===== src/rtl/dds_wave_gen.sv =====
// Key-controlled DDS source: a phase accumulator drives a sine/triangle/sawtooth/square
// mapper whose registered 8-bit sample feeds the waveform display stage.
module dds_wave_gen #(
  parameter int unsigned PHASE_W    = 32,
  parameter logic [31:0] FWORD_INIT = 32'h0147_AE14,
  parameter logic [31:0] FWORD_STEP = 32'h0147_AE14,
  parameter logic [31:0] FWORD_MAX  = 32'h0CCC_CCC8
) (
  input  logic               clk,
  input  logic               rst_n,
  input  logic [1:0]         key_out,
  output logic [7:0]         wave,
  output logic [1:0]         wave_sel,
  output logic [PHASE_W-1:0] fword,
  output logic               phase_wrap
);

  localparam logic [PHASE_W-1:0] INIT_W = FWORD_INIT[PHASE_W-1:0];
  localparam logic [PHASE_W-1:0] STEP_W = FWORD_STEP[PHASE_W-1:0];
  localparam logic [PHASE_W-1:0] MAX_W  = FWORD_MAX[PHASE_W-1:0];

  // Quarter-wave sine table: round(127*sin(2*pi*(q+0.5)/256)).
  function automatic logic [6:0] sine_lut(input logic [5:0] q);
    case (q)
      6'd0:  sine_lut = 7'd2;
      6'd1:  sine_lut = 7'd5;
      6'd2:  sine_lut = 7'd8;
      6'd3:  sine_lut = 7'd11;
      6'd4:  sine_lut = 7'd14;
      6'd5:  sine_lut = 7'd17;
      6'd6:  sine_lut = 7'd20;
      6'd7:  sine_lut = 7'd23;
      6'd8:  sine_lut = 7'd26;
      6'd9:  sine_lut = 7'd29;
      6'd10: sine_lut = 7'd32;
      6'd11: sine_lut = 7'd35;
      6'd12: sine_lut = 7'd38;
      6'd13: sine_lut = 7'd41;
      6'd14: sine_lut = 7'd44;
      6'd15: sine_lut = 7'd47;
      6'd16: sine_lut = 7'd50;
      6'd17: sine_lut = 7'd53;
      6'd18: sine_lut = 7'd56;
      6'd19: sine_lut = 7'd58;
      6'd20: sine_lut = 7'd61;
      6'd21: sine_lut = 7'd64;
      6'd22: sine_lut = 7'd67;
      6'd23: sine_lut = 7'd69;
      6'd24: sine_lut = 7'd72;
      6'd25: sine_lut = 7'd74;
      6'd26: sine_lut = 7'd77;
      6'd27: sine_lut = 7'd79;
      6'd28: sine_lut = 7'd82;
      6'd29: sine_lut = 7'd84;
      6'd30: sine_lut = 7'd86;
      6'd31: sine_lut = 7'd89;
      6'd32: sine_lut = 7'd91;
      6'd33: sine_lut = 7'd93;
      6'd34: sine_lut = 7'd95;
      6'd35: sine_lut = 7'd97;
      6'd36: sine_lut = 7'd99;
      6'd37: sine_lut = 7'd101;
      6'd38: sine_lut = 7'd103;
      6'd39: sine_lut = 7'd105;
      6'd40: sine_lut = 7'd106;
      6'd41: sine_lut = 7'd108;
      6'd42: sine_lut = 7'd110;
      6'd43: sine_lut = 7'd111;
      6'd44: sine_lut = 7'd113;
      6'd45: sine_lut = 7'd114;
      6'd46: sine_lut = 7'd115;
      6'd47: sine_lut = 7'd117;
      6'd48: sine_lut = 7'd118;
      6'd49: sine_lut = 7'd119;
      6'd50: sine_lut = 7'd120;
      6'd51: sine_lut = 7'd121;
      6'd52: sine_lut = 7'd122;
      6'd53: sine_lut = 7'd123;
      6'd54: sine_lut = 7'd124;
      6'd55: sine_lut = 7'd124;
      6'd56: sine_lut = 7'd125;
      6'd57: sine_lut = 7'd125;
      6'd58: sine_lut = 7'd126;
      6'd59: sine_lut = 7'd126;
      6'd60: sine_lut = 7'd127;
      6'd61: sine_lut = 7'd127;
      6'd62: sine_lut = 7'd127;
      6'd63: sine_lut = 7'd127;
      default: sine_lut = 7'd127;
    endcase
  endfunction

  // Map the top 8 phase bits to a sample; sine mirrors the quarter table per quadrant.
  function automatic logic [7:0] shape_sample(input logic [1:0] sel, input logic [7:0] p);
    logic [5:0] q;
    logic [6:0] l;
    q = p[6] ? (6'd63 - p[5:0]) : p[5:0];
    l = sine_lut(q);
    case (sel)
      2'd0:    shape_sample = p[7] ? (8'd127 - {1'b0, l}) : (8'd128 + {1'b0, l});
      2'd1:    shape_sample = p[7] ? ~{p[6:0], 1'b0} : {p[6:0], 1'b0};
      2'd2:    shape_sample = p;
      2'd3:    shape_sample = p[7] ? 8'd0 : 8'd255;
      default: shape_sample = 8'd0;
    endcase
  endfunction

  logic [PHASE_W-1:0] phase_r;
  logic [PHASE_W-1:0] fword_r;
  logic [1:0]         sel_r;
  logic               carry_r;
  logic [7:0]         wave_r;
  logic               phase_wrap_r;

  logic               key_any_s;
  logic [PHASE_W:0]   sum_s;
  logic [PHASE_W:0]   fstep_sum_s;
  logic [PHASE_W-1:0] fword_next_s;
  logic [7:0]         sample_s;

  assign key_any_s   = |key_out;
  assign sum_s       = {1'b0, phase_r} + {1'b0, fword_r};
  assign fstep_sum_s = {1'b0, fword_r} + {1'b0, STEP_W};
  assign sample_s    = shape_sample(sel_r, phase_r[PHASE_W-1 -: 8]);

  // Next frequency word: wide sum so a step past the top never aliases below MAX.
  always_comb begin
    fword_next_s = fword_r;
    if (fstep_sum_s > {1'b0, MAX_W}) begin
      fword_next_s = INIT_W;
    end else begin
      fword_next_s = fstep_sum_s[PHASE_W-1:0];
    end
  end

  // Frequency word and waveshape registers, stepped by key pulses.
  always_ff @(posedge clk or negedge rst_n) begin
    if (!rst_n) begin
      fword_r <= INIT_W;
      sel_r   <= 2'd0;
    end else begin
      if (key_out[0]) fword_r <= fword_next_s;
      if (key_out[1]) sel_r   <= sel_r + 2'd1;
    end
  end

  // Phase accumulator; a key pulse restarts the frame at phase 0 and drops the carry.
  always_ff @(posedge clk or negedge rst_n) begin
    if (!rst_n) begin
      phase_r <= {PHASE_W{1'b0}};
      carry_r <= 1'b0;
    end else if (key_any_s) begin
      phase_r <= {PHASE_W{1'b0}};
      carry_r <= 1'b0;
    end else begin
      phase_r <= sum_s[PHASE_W-1:0];
      carry_r <= sum_s[PHASE_W];
    end
  end

  // Output register: sample and wrap flag one clock behind the phase.
  always_ff @(posedge clk or negedge rst_n) begin
    if (!rst_n) begin
      wave_r       <= 8'd0;
      phase_wrap_r <= 1'b0;
    end else begin
      wave_r       <= sample_s;
      phase_wrap_r <= carry_r;
    end
  end

  assign wave       = wave_r;
  assign wave_sel   = sel_r;
  assign fword      = fword_r;
  assign phase_wrap = phase_wrap_r;

endmodule


===== config.mk =====
export PLATFORM = sky130hd
export DESIGN_NAME = dds_wave_gen
export DESIGN_NICKNAME = d
export VERILOG_FILES = /design/src/rtl/dds_wave_gen.sv
export SDC_FILE = /design/constraint.sdc
export NUM_CORES = 1
export LEC_CHECK = 0
export CORE_MARGIN = 1.5
export CORE_UTILIZATION = 40
export CTS_CLUSTER_SIZE = 24
export DETAILED_ROUTE_END_ITERATION = 7
export RECOVER_POWER = 50
export SYNTH_ARGS = -nofsm -noshare
export SYNTH_HDL_FRONTEND = slang
export SYNTH_SLANG_ARGS = --single-unit

===== constraint.sdc =====
create_clock -name clk -period 3.5 [get_ports clk]
set_clock_uncertainty 0.15 [all_clocks]
set_input_delay 0.7 -clock clk [delete_from_list [all_inputs] [get_ports clk]]
set_output_delay 0.7 -clock clk [all_outputs]
set_load 0.005 [all_outputs]

==> flow_summary_export.csv <==
group,metric,value,unit
logic_synthesis,synth-main-ff-cell,"dfrtp_1",
placement,place_congestion,0.8971,
detailed_routing,dr_total_vias,5480,
detailed_routing,routedWlPerCell,17.94,um
sta,fmax,0.2966,GHz
setup_path,critPathMaxFanout,8,
cells_and_area,area_growth,18.72,%
sta,finalSetupViolCount,0,
clock_tree,cts_buffers,9,
global_route,grt_pass1_vias,5331,
sta,fin_crit_sh,0.9632,
global_route,grt_max_degree,73,
global_route,grt_pass1_wl,27.23,mm
sta,slew_headroom,-0.2452,
logic_synthesis,netlist_area,5883,um2
detailed_routing,first_pass_iters,5,
setup_path,path_depth,12,
sta,tightest_slew,1.868,ns
cells_and_area,antenna_cells,0,
power,intPower,0.003607,W
min_path,hold_class,"flop to flop",
detailed_routing,wl,16.56,mm
power,powerDensity,946.0,nW/um2
power,p_clk_frac,0.134,
power,fin_total_pwr,0.006607,W
logic_synthesis,synth_edf_count,0,
setup_path,critPathMaxStageDelay,0.60,ns
sta,fin_crit,3.371,ns
power,switching_share,0.4540,
sta,finalMaxSlewViolations,73,
sta,hold_slack,0.1983,ns
placement,dp_cells,905,
logic_synthesis,yosysTopAreaCell,"dfrtp_1",
logic_synthesis,yosysSeqAreaShare,0.3088,
global_route,gr-total-overflow,0,
logic_synthesis,yosysWarnings,0,
power,p_leak,3.013,nW
setup_path,worstPathRequired,3.62,ns
die,ios,47,
die,start_util,0.4079,
setup_path,slowest_stage,"dfstp_2",
cells_and_area,final_nets,784,
power,irDropWorstVdd,0.0003685,V
die,die_h,124.3,um
die,rows,44,
clock_tree,cts_max_level,3,
logic_synthesis,async_flop_share,1.000,
global_route,grtUsageTotal,0.2164,
clock_tree,root_buffer,"clkbuf_16",
logic_synthesis,yosysMostFrequentCell,"nor2_1",
power,p_seq_frac,0.252,
setup_path,cp_cell_sequence,"ha_4 -> buf_6 -> nor2_1 -> o32a_1 -> a221o_1 -> or4_1 -> nor4_2 -> a211o_2 -> a211oi_2 -> buf_4 -> or4_1 -> mux2i_1",
setup_path,cp.arrival,3.49,ns
placement,io_buffers,44,
logic_synthesis,syn_avg_cell_area,8.576,um2
job,maxCapViolations,1,
setup_path,cp_top_family,"simple AND/OR/NAND/NOR gates",
clock_tree,cts_tree,"yes",
setup_path,crit_path_end_kind,"flop",
global_route,grt_antenna_before_repair,0,
placement,dpl_cell_area,6640,um2
logic_synthesis,synthDistinctLibCells,81,
clock_tree,clock_sinks,72,
min_path,hold-path-cell-count,0,
sta,hold_viol_final,0,
clock_tree,clockBufferDepth,2,
detailed_routing,drt-initial-drc-count,397,
logic_synthesis,syn_inst,686,
clock_tree,clk_pin_slew,0.06,ns
placement,dp_hpwl,11.96,mm
setup_path,cp-start-kind,"flop",
die,die-area,15440,um2
outcome,violations,"max-capacitance violations, max-slew violations",
detailed_routing,drc,0,
clock_tree,postCtsHoldBufs,0,
cells_and_area,design_area,6984,um2
sta,fin_tns_setup,0,ns
logic_synthesis,synth_area_leaders,"dfrtp_1, ha_1, dfstp_2",
die,die_w,124.3,um
cells_and_area,drive_gt1_frac,0.1231,
setup_path,r2r_cells,12,
cells_and_area,nFillCells,1400,
outcome,outcome,"complete, but fails checks",
cells_and_area,final_cells,923,
detailed_routing,antenna_left,0,
logic_synthesis,ys_seq_elements,72,
setup_path,path_class,"flop to flop",
clock_tree,clock_latency,0.35,ns
die,core_area,14420,um2
power,switchingPower,0.003000,W
detailed_routing,vias_per_cell,5.937,
setup_path,path_common_cell,"or4_1",
power,combPwrFrac,0.614,
setup_path,path_buf_inv,2,
logic_synthesis,synth_common_cells,"nor2_1, dfrtp_1, a21oi_1, ha_1, nand2_1",
logic_synthesis,synth_top_area_frac,0.2552,
[cell type report]
type / instances / area (um2) / share of cell area
tap: 184 / 230.2 / 0.03296
inverter: 25 / 93.84 / 0.01344
clock inverter: 5 / 40.04 / 0.005733
multi-input combinational: 540 / 3801 / 0.5442
clock buffer: 11 / 242.7 / 0.03475
sequential: 72 / 1817 / 0.2601
timing repair buffer: 86 / 759.5 / 0.1087
[kinds of logic (layout without fill, tap and decap cells)]
family | count (synthesis) | after routing | share of synthesized area
flops | 72 | 72 | 0.3088
xor+xnor | 55 | 55 | 0.08188
compound gates | 215 | 215 | 0.2565
fa+ha+maj | 46 | 46 | 0.09783
other cells | 1 | 2 | 0.0006374
simple gates | 217 | 217 | 0.1889
mux | 5 | 5 | 0.01085
buf+inv | 75 | 127 | 0.05466
[power by group through the flow]
stage                     Combinational, W  Sequential (W)  Clock (W)
final                              0.00405         0.00167   0.000887
after CTS                          0.00397         0.00167   0.000916
after global placement             0.00389         0.00167          0
after global routing               0.00449         0.00173   0.000941
after detailed placement           0.00395         0.00168          0
after floorplan                    0.00281         0.00146          0
[stage by stage]
| step | util | worst slack, ns |
|---|---|---|
| finish | 0.4842 | 0.1289 |
| global route | 0.4842 | -0.002067 |
| CTS | 0.4800 | 0.02904 |
| detailed placement | 0.4604 | 0.03251 |
| global placement | 0.4604 | 0.1100 |
| floorplan | - | 0.1924 |
[cell usage in the layout, fill, tap and decap left out, drive strengths merged, types with 5 or more instances in the layout]
master and instances:
a21o 9, clkdlybuf4s50 33, nand3 15, clkbuf 14, and2 5, ha 46
xor2 30, nand3b 7, dfrtp 60, o31a 5, buf 40, o211ai 9
o2bb2ai 5, a21oi 56, a211oi 5, xnor2 25, nand2b 8, o22ai 7
nor2 66, nor4 7, and3 6, dfstp 12, a31oi 9, a311oi 5
dlygate4sd3 10, a21boi 5, inv 26, nor2b 12, nand4 8, nand2 41
nor3 17, o31ai 12, o21ai 36
[sequential cells by signal, indices dropped and copies added, names as in the netlist]
| name | cells |
|---|---|
| fword | 30 |
| phase_r | 30 |
| wave | 8 |
| wave_sel | 2 |
| carry_r | 1 |
| phase_wrap | 1 |
[what timing repair did]
action	CTS	global route
endpoints found under the setup margin	0	34
resized for setup	0	15
buffers inserted	0	2
[worst paths after layout]
path                                      startpoint                    end  slack, ns
worst max-delay path            fword[2]$_DFFE_PN1P_  fword[20]$_DFFE_PN0P_       0.13
worst min-delay path               carry_r$_DFF_PN0_   phase_wrap$_DFF_PN0_       0.20
worst max register to register  fword[2]$_DFFE_PN1P_  fword[20]$_DFFE_PN0P_       0.13
worst min register to register     carry_r$_DFF_PN0_   phase_wrap$_DFF_PN0_       0.20
max in group asynchronous                      rst_n  phase_r[10]$_DFF_PN0_       1.37
min in group asynchronous                      rst_n      wave[7]$_DFF_PN0_       0.69
[per-layer routing]
| layer | vias to the layer above | track usage | part of all wire |
|---|---|---|---|
| li1 | 2624 | - | - |
| met1 | 2692 | 0.2826 | 0.45 |
| met2 | 138 | 0.3581 | 0.48 |
| met3 | 26 | 0.03866 | 0.042 |
| met4 | 0 | 0.08046 | 0.027 |
| met5 | - | 0 | 0 |
Note: power is estimated with default switching activity, not from simulation.
